==> config.mk <==
export PLATFORM = sky130hd
export DESIGN_NAME = pipelined_adder
export DESIGN_NICKNAME = d
export VERILOG_FILES = /design/src/rtl/pipelined_adder.sv
export SDC_FILE = /design/constraint.sdc
export NUM_CORES = 1
export LEC_CHECK = 0
export CAP_MARGIN = 20
export CELL_PAD_IN_SITES_DETAIL_PLACEMENT = 1
export CELL_PAD_IN_SITES_GLOBAL_PLACEMENT = 2
export CORE_ASPECT_RATIO = 0.7
export CORE_MARGIN = 1
export CORE_UTILIZATION = 44
export DETAILED_ROUTE_END_ITERATION = 10
export DONT_BUFFER_PORTS = 1
export PLACE_DENSITY = 0.91
export SYNTH_ARGS = -nofsm -noshare
export SYNTH_HDL_FRONTEND = slang
export SYNTH_SLANG_ARGS = --single-unit
==> constraint.sdc <==
create_clock -name clk -period 6.8 [get_ports clk]
set_input_delay 0.34 -clock clk [delete_from_list [all_inputs] [get_ports clk]]
set_output_delay 0.34 -clock clk [all_outputs]
set_load 0.05 [all_outputs]
==> src/rtl/pipelined_adder.sv <==
// Pipelined two's-complement adder/subtractor: WIDTH bits resolved as STAGES slices, one per stage.
// Optional signed saturation on overflow when PIPELINED_ADDER_SAT_EN is defined.
module pipelined_adder #(
    parameter int unsigned WIDTH  = 32,
    parameter int unsigned STAGES = 4
) (
    input  logic             clk,
    input  logic             reset,
    input  logic             in_valid,
    output logic             in_ready,
    input  logic [WIDTH-1:0] a,
    input  logic [WIDTH-1:0] b,
    input  logic             carry_in,
    input  logic             sub,
    output logic             out_valid,
    input  logic             out_ready,
    output logic [WIDTH-1:0] sum,
    output logic             carry_out,
    output logic             overflow,
    output logic             zero
);

    localparam int unsigned SW   = WIDTH / STAGES;
    localparam int unsigned Last = STAGES - 1;

    logic             valid_q [STAGES];
    logic             carry_q [STAGES];
    logic [WIDTH-1:0] sum_q   [STAGES];
    logic [WIDTH-1:0] a_q     [STAGES];
    logic [WIDTH-1:0] b_q     [STAGES];

    // Per-stage inputs: stage 0 sees the ports, stage k sees the registers of stage k-1.
    logic             st_v [STAGES];
    logic             st_c [STAGES];
    logic [WIDTH-1:0] st_a [STAGES];
    logic [WIDTH-1:0] st_b [STAGES];
    logic [WIDTH-1:0] st_s [STAGES];
    logic [SW:0]      slice [STAGES];
    logic [WIDTH-1:0] sum_d [STAGES];

    logic             adv;
    logic             msb_cin;
    logic             fin_ovf;
    logic             fin_zero;
    logic [WIDTH-1:0] fin_sum;
    logic             ovf_q;
    logic             zero_q;

    assign adv      = !valid_q[Last] || out_ready;
    assign in_ready = adv;

    assign st_v[0] = in_valid;
    assign st_a[0] = a;
    assign st_b[0] = sub ? ~b : b;
    assign st_c[0] = sub ? 1'b1 : carry_in;
    assign st_s[0] = '0;

    genvar k;
    for (k = 1; k < STAGES; k++) begin : g_link
        assign st_v[k] = valid_q[k-1];
        assign st_a[k] = a_q[k-1];
        assign st_b[k] = b_q[k-1];
        assign st_c[k] = carry_q[k-1];
        assign st_s[k] = sum_q[k-1];
    end

    for (k = 0; k < STAGES; k++) begin : g_slice
        assign slice[k] = {1'b0, st_a[k][k*SW +: SW]} + {1'b0, st_b[k][k*SW +: SW]}
                        + {{SW{1'b0}}, st_c[k]};
        assign sum_d[k] = st_s[k] | (WIDTH'(slice[k][SW-1:0]) << (k * SW));
    end

    // Carry into the MSB recovered from the MSB sum bit and its operand bits.
    assign msb_cin = st_a[Last][WIDTH-1] ^ st_b[Last][WIDTH-1] ^ sum_d[Last][WIDTH-1];
    assign fin_ovf = msb_cin ^ slice[Last][SW];

`ifdef PIPELINED_ADDER_SAT_EN
    always_comb begin
        fin_sum = sum_d[Last];
        if (fin_ovf) begin
            fin_sum = st_a[Last][WIDTH-1] ? {1'b1, {(WIDTH-1){1'b0}}}
                                          : {1'b0, {(WIDTH-1){1'b1}}};
        end
    end
`else
    assign fin_sum = sum_d[Last];
`endif

    assign fin_zero = (fin_sum == '0);

    always_ff @(posedge clk) begin
        if (reset) begin
            for (int unsigned i = 0; i < STAGES; i++) begin
                valid_q[i] <= 1'b0;
                carry_q[i] <= 1'b0;
                sum_q[i]   <= '0;
                a_q[i]     <= '0;
                b_q[i]     <= '0;
            end
            ovf_q  <= 1'b0;
            zero_q <= 1'b0;
        end else if (adv) begin
            for (int unsigned i = 0; i < STAGES; i++) begin
                valid_q[i] <= st_v[i];
                carry_q[i] <= slice[i][SW];
                a_q[i]     <= st_a[i];
                b_q[i]     <= st_b[i];
                sum_q[i]   <= (i == Last) ? fin_sum : sum_d[i];
            end
            ovf_q  <= fin_ovf;
            zero_q <= fin_zero;
        end
    end

    assign out_valid = valid_q[Last];
    assign sum       = sum_q[Last];
    assign carry_out = carry_q[Last];
    assign overflow  = ovf_q;
    assign zero      = zero_q;

endmodule

# Word-level counts from Yosys, hierarchy flattened
# Memories as Yosys holds them, arrays and structs flattened.
# Cells that the tools add are included.
# word_totals
output_inout_bits,37
mem_count,5
in_bits,70
register_bits,2
word_cells,72
rom_bits,0
latchBits,0
ramBits,392
# op_classes
n_eq_ne,0
div,0
n_bitwise,27
n_reduce_logical,3
muxes,27
n_lt_le_gt_ge,0
multipliers,0
shifts,0
add_sub_neg,8
# mem_list
memory,words,width,rd,rd_ports_with_merged_regs,wr,line,rtl
a_q,4,32,3,0,4,29,logic [WIDTH-1:0] a_q [STAGES];
b_q,4,32,3,0,4,30,logic [WIDTH-1:0] b_q [STAGES];
sum_q,4,32,4,0,4,28,logic [WIDTH-1:0] sum_q [STAGES];
carry_q,4,1,4,0,4,27,logic carry_q [STAGES];
valid_q,4,1,4,0,4,26,logic valid_q [STAGES];
# ops
operator,n
$mux W32,13
$add A8 B8 Y9,4
$add A9 B1 Y9,4
$logic_not A32 Y1,1
$not A32 Y32,1
$or A32 B16 Y32,1
$or A32 B24 Y32,1
$or A32 B32 Y32,1
$or A1 B1 Y1,20
$mux W1,14
$xor A1 B1 Y1,3
$logic_not A1 Y1,1
$logic_or A1 B1 Y1,1

# Logic depth before layout (Yosys ltp)
# An unclocked memory read counts as a cell.
# logic_depth
depth_word,7
mapped_depth,11
depth_no_buf,10

# Least setup slack after synthesis
# Ideal clock, no wire load.
# synth_timing
path_kind,reg-to-reg
from,memory valid_q[3]
to,memory a_q[0][10] (enable)
n_path_buf,0
path_stages_with_launch,4
t_required_ns,6.265
setup_ns,0.535
period_less_slack_ns,5.378
slack_ns,1.422
t_arrival_ns,4.843
cell_sequence,edfxtp_1 -> nand2b_1 -> nor2_1 -> inv_1
# synth_rtl
element,line
"start, declared",26
"end, declared",29

==> results by group <==
Status
  – Status: finished clean

Clock tree
  – Number of H-tree branching levels: 4
  – Maximum clock insertion buffer count: 2
  – Hold buffers post-CTS: 1
  – Setup repair bufs after CTS: 0
  – Cts bufs inserted: 17
  – TritonCTS clock tree: built
  – Number of gates resized after CTS: 0
  – CTS root buf: sky130_fd_sc_hd__clkbuf_16
  – Worst-path clk slew: around 70 ps
  – Clock latency reported for the late side of the worst-skew pair: roughly 430 ps
  – Number of sinks driven by the clock tree: roughly 190

Critical path
  – Max stage delay on crit path: between 600 and 700 ps
  – Worst-path maximum fanout: between 100 and 150
  – Type of element capturing the critical path: flop
  – Critical Setup Path Class: flop to flop
  – Worst reg2reg setup slack: 3490 ps
  – Count of cells along the worst register-to-register path: 5
  – Setup crit start kind: flop
  – Slowest CP cell: sky130_fd_sc_hd__buf_4
  – Required arrival time at the worst endpoint: a little under 7000 ps
  – Destination of the worst register-to-register timing path: a_q[0][18]$_SDFFCE_PN0P_
  – Arrival time at the worst endpoint: approximately 3400 ps
  – List of cells traversed by the critical path: nand2b_1 > nor2_1 > inv_6 > buf_16 > buf_4
  – RR Startpoint: valid_q[3]$_DFFE_PP_

Hold path
  – Worst hold path cell count: 1
  – Hold Crit Class: input pin to flop
  – Worst hold endpoint: a_q[0][12]$_SDFFCE_PN0P_
  – Startpoint of the most critical hold path: a[12]

Placement
  – Count of buffers from port buffering: 0
  – Placed wire-length estimate after detailed placement: around 10000 um
  – Post-place setup slack: 3290 ps
  – Post-DP Area: a little under 9000 um^2
  – Routability congestion estimate: 0.873

GRT
  – Remaining global-route overflow: 0
  – Met1 Use GR: 0.201
  – Met2 Use GR: 0.263
  – GRT Max-Usage Layer: met2
  – Antenna violations before repair: 0
  – GR met3 Demand/Resource: 0.0484
  – First-pass GRT wire length: around 24000 um
  – Via count of the first global-routing pass: 4696
  – All-layer global routing usage: 0.160
  – Maximum number of pins on one net before global-route repair: 137

STA
  – Final hold viol count: 0
  – Maximum frequency from static timing analysis: between 300 and 400 MHz
  – Setup TNS after final layout: 0 ps
  – Crit share post-route: 0.486
  – Final number of setup-violating endpoints: 0
  – Post-Route Skew: between 10 and 15 ps
  – Setup repair after global routing missed its margin: no
  – Pin slew with the least headroom to its limit: a little over 1000 ps
  – Final Max Tran Viols: 0
  – Post-route worst hold slack: ~100 ps
  – Relative slew slack: 0.315
  – Post-layout min period: around 3300 ps
  – Worst setup slack after layout: 3490 ps

Cells and area
  – Final cell area excluding filler cells: between 9000 and 10000 um^2
  – Share of post-route cells with drive strength above 1: 0.0694
  – Synth-to-layout area growth: 10.4%
  – Antenna cell count: 0
  – Number of fill cells in the layout: 1801
  – Total Nets Final: 713

Route
  – TritonRoute pass-1 iters: 4
  – Number of remaining DRC errors: 0
  – Detailed-route vias per instance: 5.10
  – Final WL: 14900 um
  – Vias: ~4400
  – Number of routed nets with antenna violations: 0
  – Wire length per cell: between 15 and 20 um
  – DRC marker count from the first detailed-route iteration: approximately 280

Die
  – Die ar.: 19700 um^2
  – Initial core utilization: 0.457
  – Core box area: roughly 18000 um^2
  – Vertical die dimension: ~120 um
  – Std cell rows: 41
  – Die boundary width: around 170 um
  – Ports: between 100 and 150

Synthesis
  – Syn_area_per_cell: about 14 um^2
  – Top post-synthesis cells by area: sky130_fd_sc_hd__edfxtp_1 (66%), sky130_fd_sc_hd__and2_1 (9.7%), sky130_fd_sc_hd__ha_1 (4.2%)
  – Summed instance area of the synthesized netlist: between 8000 and 9000 um^2
  – Count of warnings emitted by yosys: 0
  – Synth top area share: 0.658
  – Dominant register cell in the synthesized netlist: sky130_fd_sc_hd__edfxtp_1
  – EDFF count, synth: 184
  – Syn_nets: roughly 700
  – Number of storage elements in the synthesis netlist: ~190
  – Fraction of the yosys area taken by sequential cells: 0.662
  – Post-synthesis instance total: between 600 and 700
  – Async set-or-reset flop fraction in the synthesized netlist: 0
  – Biggest area consumer among synthesized cells: sky130_fd_sc_hd__edfxtp_1
  – Number of distinct library cells after synthesis: 44

Run
  – Total of max-cap violations: 0

Power
  – LEAKAGE: 3.78 nW
  – VDD IR-drop max: ~220 uV
  – Post-layout total power: 2.62 mW
  – Total power per unit cell area: 282 nW/um^2
## logic make-up after synthesis
logic type / share of synthesized area
XOR/XNOR: 0.0480
multiplexers: 0.00372
adder cells (fa/ha/maj): 0.0608
flip-flops: 0.662
AND/OR/NAND/NOR: 0.161
AO/OA/AOI/OAI: 0.0438
buffers and inverters: 0.0198
## worst max path at each step
stage,startpoint,end,slack [ps]
6_report,valid_q[3]$_DFFE_PP_,a_q[0][18]$_SDFFCE_PN0P_,3490
5_1_grt,valid_q[3]$_DFFE_PP_,b_q[0][21]$_SDFFCE_PN0P_,3350
4_1_cts,valid_q[3]$_DFFE_PP_,a_q[0][18]$_SDFFCE_PN0P_,3280
3_5_place_dp,valid_q[3]$_DFFE_PP_,a_q[0][18]$_SDFFCE_PN0P_,3290
3_3_place_gp,valid_q[3]$_DFFE_PP_,b_q[0][9]$_SDFFCE_PN0P_,3420
2_1_floorplan,valid_q[3]$_DFFE_PP_,a_q[0][10]$_SDFFCE_PN0P_,1420
## placed cells by master (no fill, tap or decap), types with 3 or more instances in the layout
cell type,synthesis,routed
sky130_fd_sc_hd__nand2b_1,7,6
sky130_fd_sc_hd__inv_6,0,6
sky130_fd_sc_hd__edfxtp_1,184,184
sky130_fd_sc_hd__nor3_1,8,8
sky130_fd_sc_hd__xnor2_1,32,32
sky130_fd_sc_hd__o21ai_0,14,14
sky130_fd_sc_hd__nand2_1,7,7
sky130_fd_sc_hd__clkbuf_16,0,17
sky130_fd_sc_hd__o21a_1,4,4
sky130_fd_sc_hd__clkinv_4,0,3
sky130_fd_sc_hd__ha_1,28,28
sky130_fd_sc_hd__a21o_1,6,6
sky130_fd_sc_hd__nor2_1,53,53
sky130_fd_sc_hd__nor4_1,5,5
sky130_fd_sc_hd__xor2_1,14,14
sky130_fd_sc_hd__a21oi_1,14,14
sky130_fd_sc_hd__fa_1,8,8
sky130_fd_sc_hd__a311oi_1,3,3
sky130_fd_sc_hd__and2_1,130,130
sky130_fd_sc_hd__nand3_1,3,3
sky130_fd_sc_hd__or3_1,5,5
sky130_fd_sc_hd__nor2b_1,9,8
sky130_fd_sc_hd__inv_1,18,17
## layout make-up
| class | instances | area, um^2 | share of cell area |
|---|---|---|---|
| inverter | 18 | 72.6 | 0.00782 |
| clock inverter | 15 | 165 | 0.0178 |
| timing repair buffer | 5 | 72.6 | 0.00782 |
| sequential | 186 | 5570 | 0.600 |
| tap | 236 | 295 | 0.0318 |
| multi-input combinational | 379 | 2680 | 0.289 |
| clock buffer | 17 | 425 | 0.0459 |
## metal layers
layer / part of all wire / wire length [um]
met4: 0.016 / 243
met1: 0.46 / 6790
met3: 0.041 / 607
met2: 0.49 / 7240
met5: 0 / 0
## state kept, by name, summed over array words and instances (netlist names)
register	cells
zero	1
b_q	48
a_q	48
valid_q	4
sum_q	80
carry_q	4
overflow	1
## through the flow
stage	cells	util
CTS	855	0.504
global placement	821	0.470
detailed placement	822	0.471
finish	856	0.505
floorplan	608	-
global route	856	0.505
## synth_stat cells (3+ instances only)
library cell / instances
sky130_fd_sc_hd__nor2_1: 53
sky130_fd_sc_hd__buf_2: 4
sky130_fd_sc_hd__nor4_1: 5
sky130_fd_sc_hd__nand2b_1: 7
sky130_fd_sc_hd__fa_1: 8
sky130_fd_sc_hd__ha_1: 28
sky130_fd_sc_hd__xor2_1: 14
sky130_fd_sc_hd__and2_1: 130
sky130_fd_sc_hd__nor3_1: 8
sky130_fd_sc_hd__edfxtp_1: 184
sky130_fd_sc_hd__inv_1: 18
sky130_fd_sc_hd__xnor2_1: 32
sky130_fd_sc_hd__nand3_1: 3
sky130_fd_sc_hd__o21a_1: 4
sky130_fd_sc_hd__nor2b_1: 9
sky130_fd_sc_hd__a311oi_1: 3
sky130_fd_sc_hd__clkbuf_1: 21
sky130_fd_sc_hd__or3_1: 5
sky130_fd_sc_hd__nand2_1: 7
sky130_fd_sc_hd__o21ai_0: 14
sky130_fd_sc_hd__a21oi_1: 14
sky130_fd_sc_hd__a21o_1: 6
## critical path: cells and delay by family (launching register included)
kind                   cells  cell delay, ps
and+or+nand+nor            2             860
buffers and inverters      3            1320
DFF                        1             610
## power breakdown
part	total, mW	switching, mW	internal (mW)
registers	1.42	0.0720	1.35
clock network	0.994	0.444	0.549
logic	0.200	0.109	0.0914
total	2.62	0.625	1.99
Note: power is estimated with default switching activity, not from simulation.
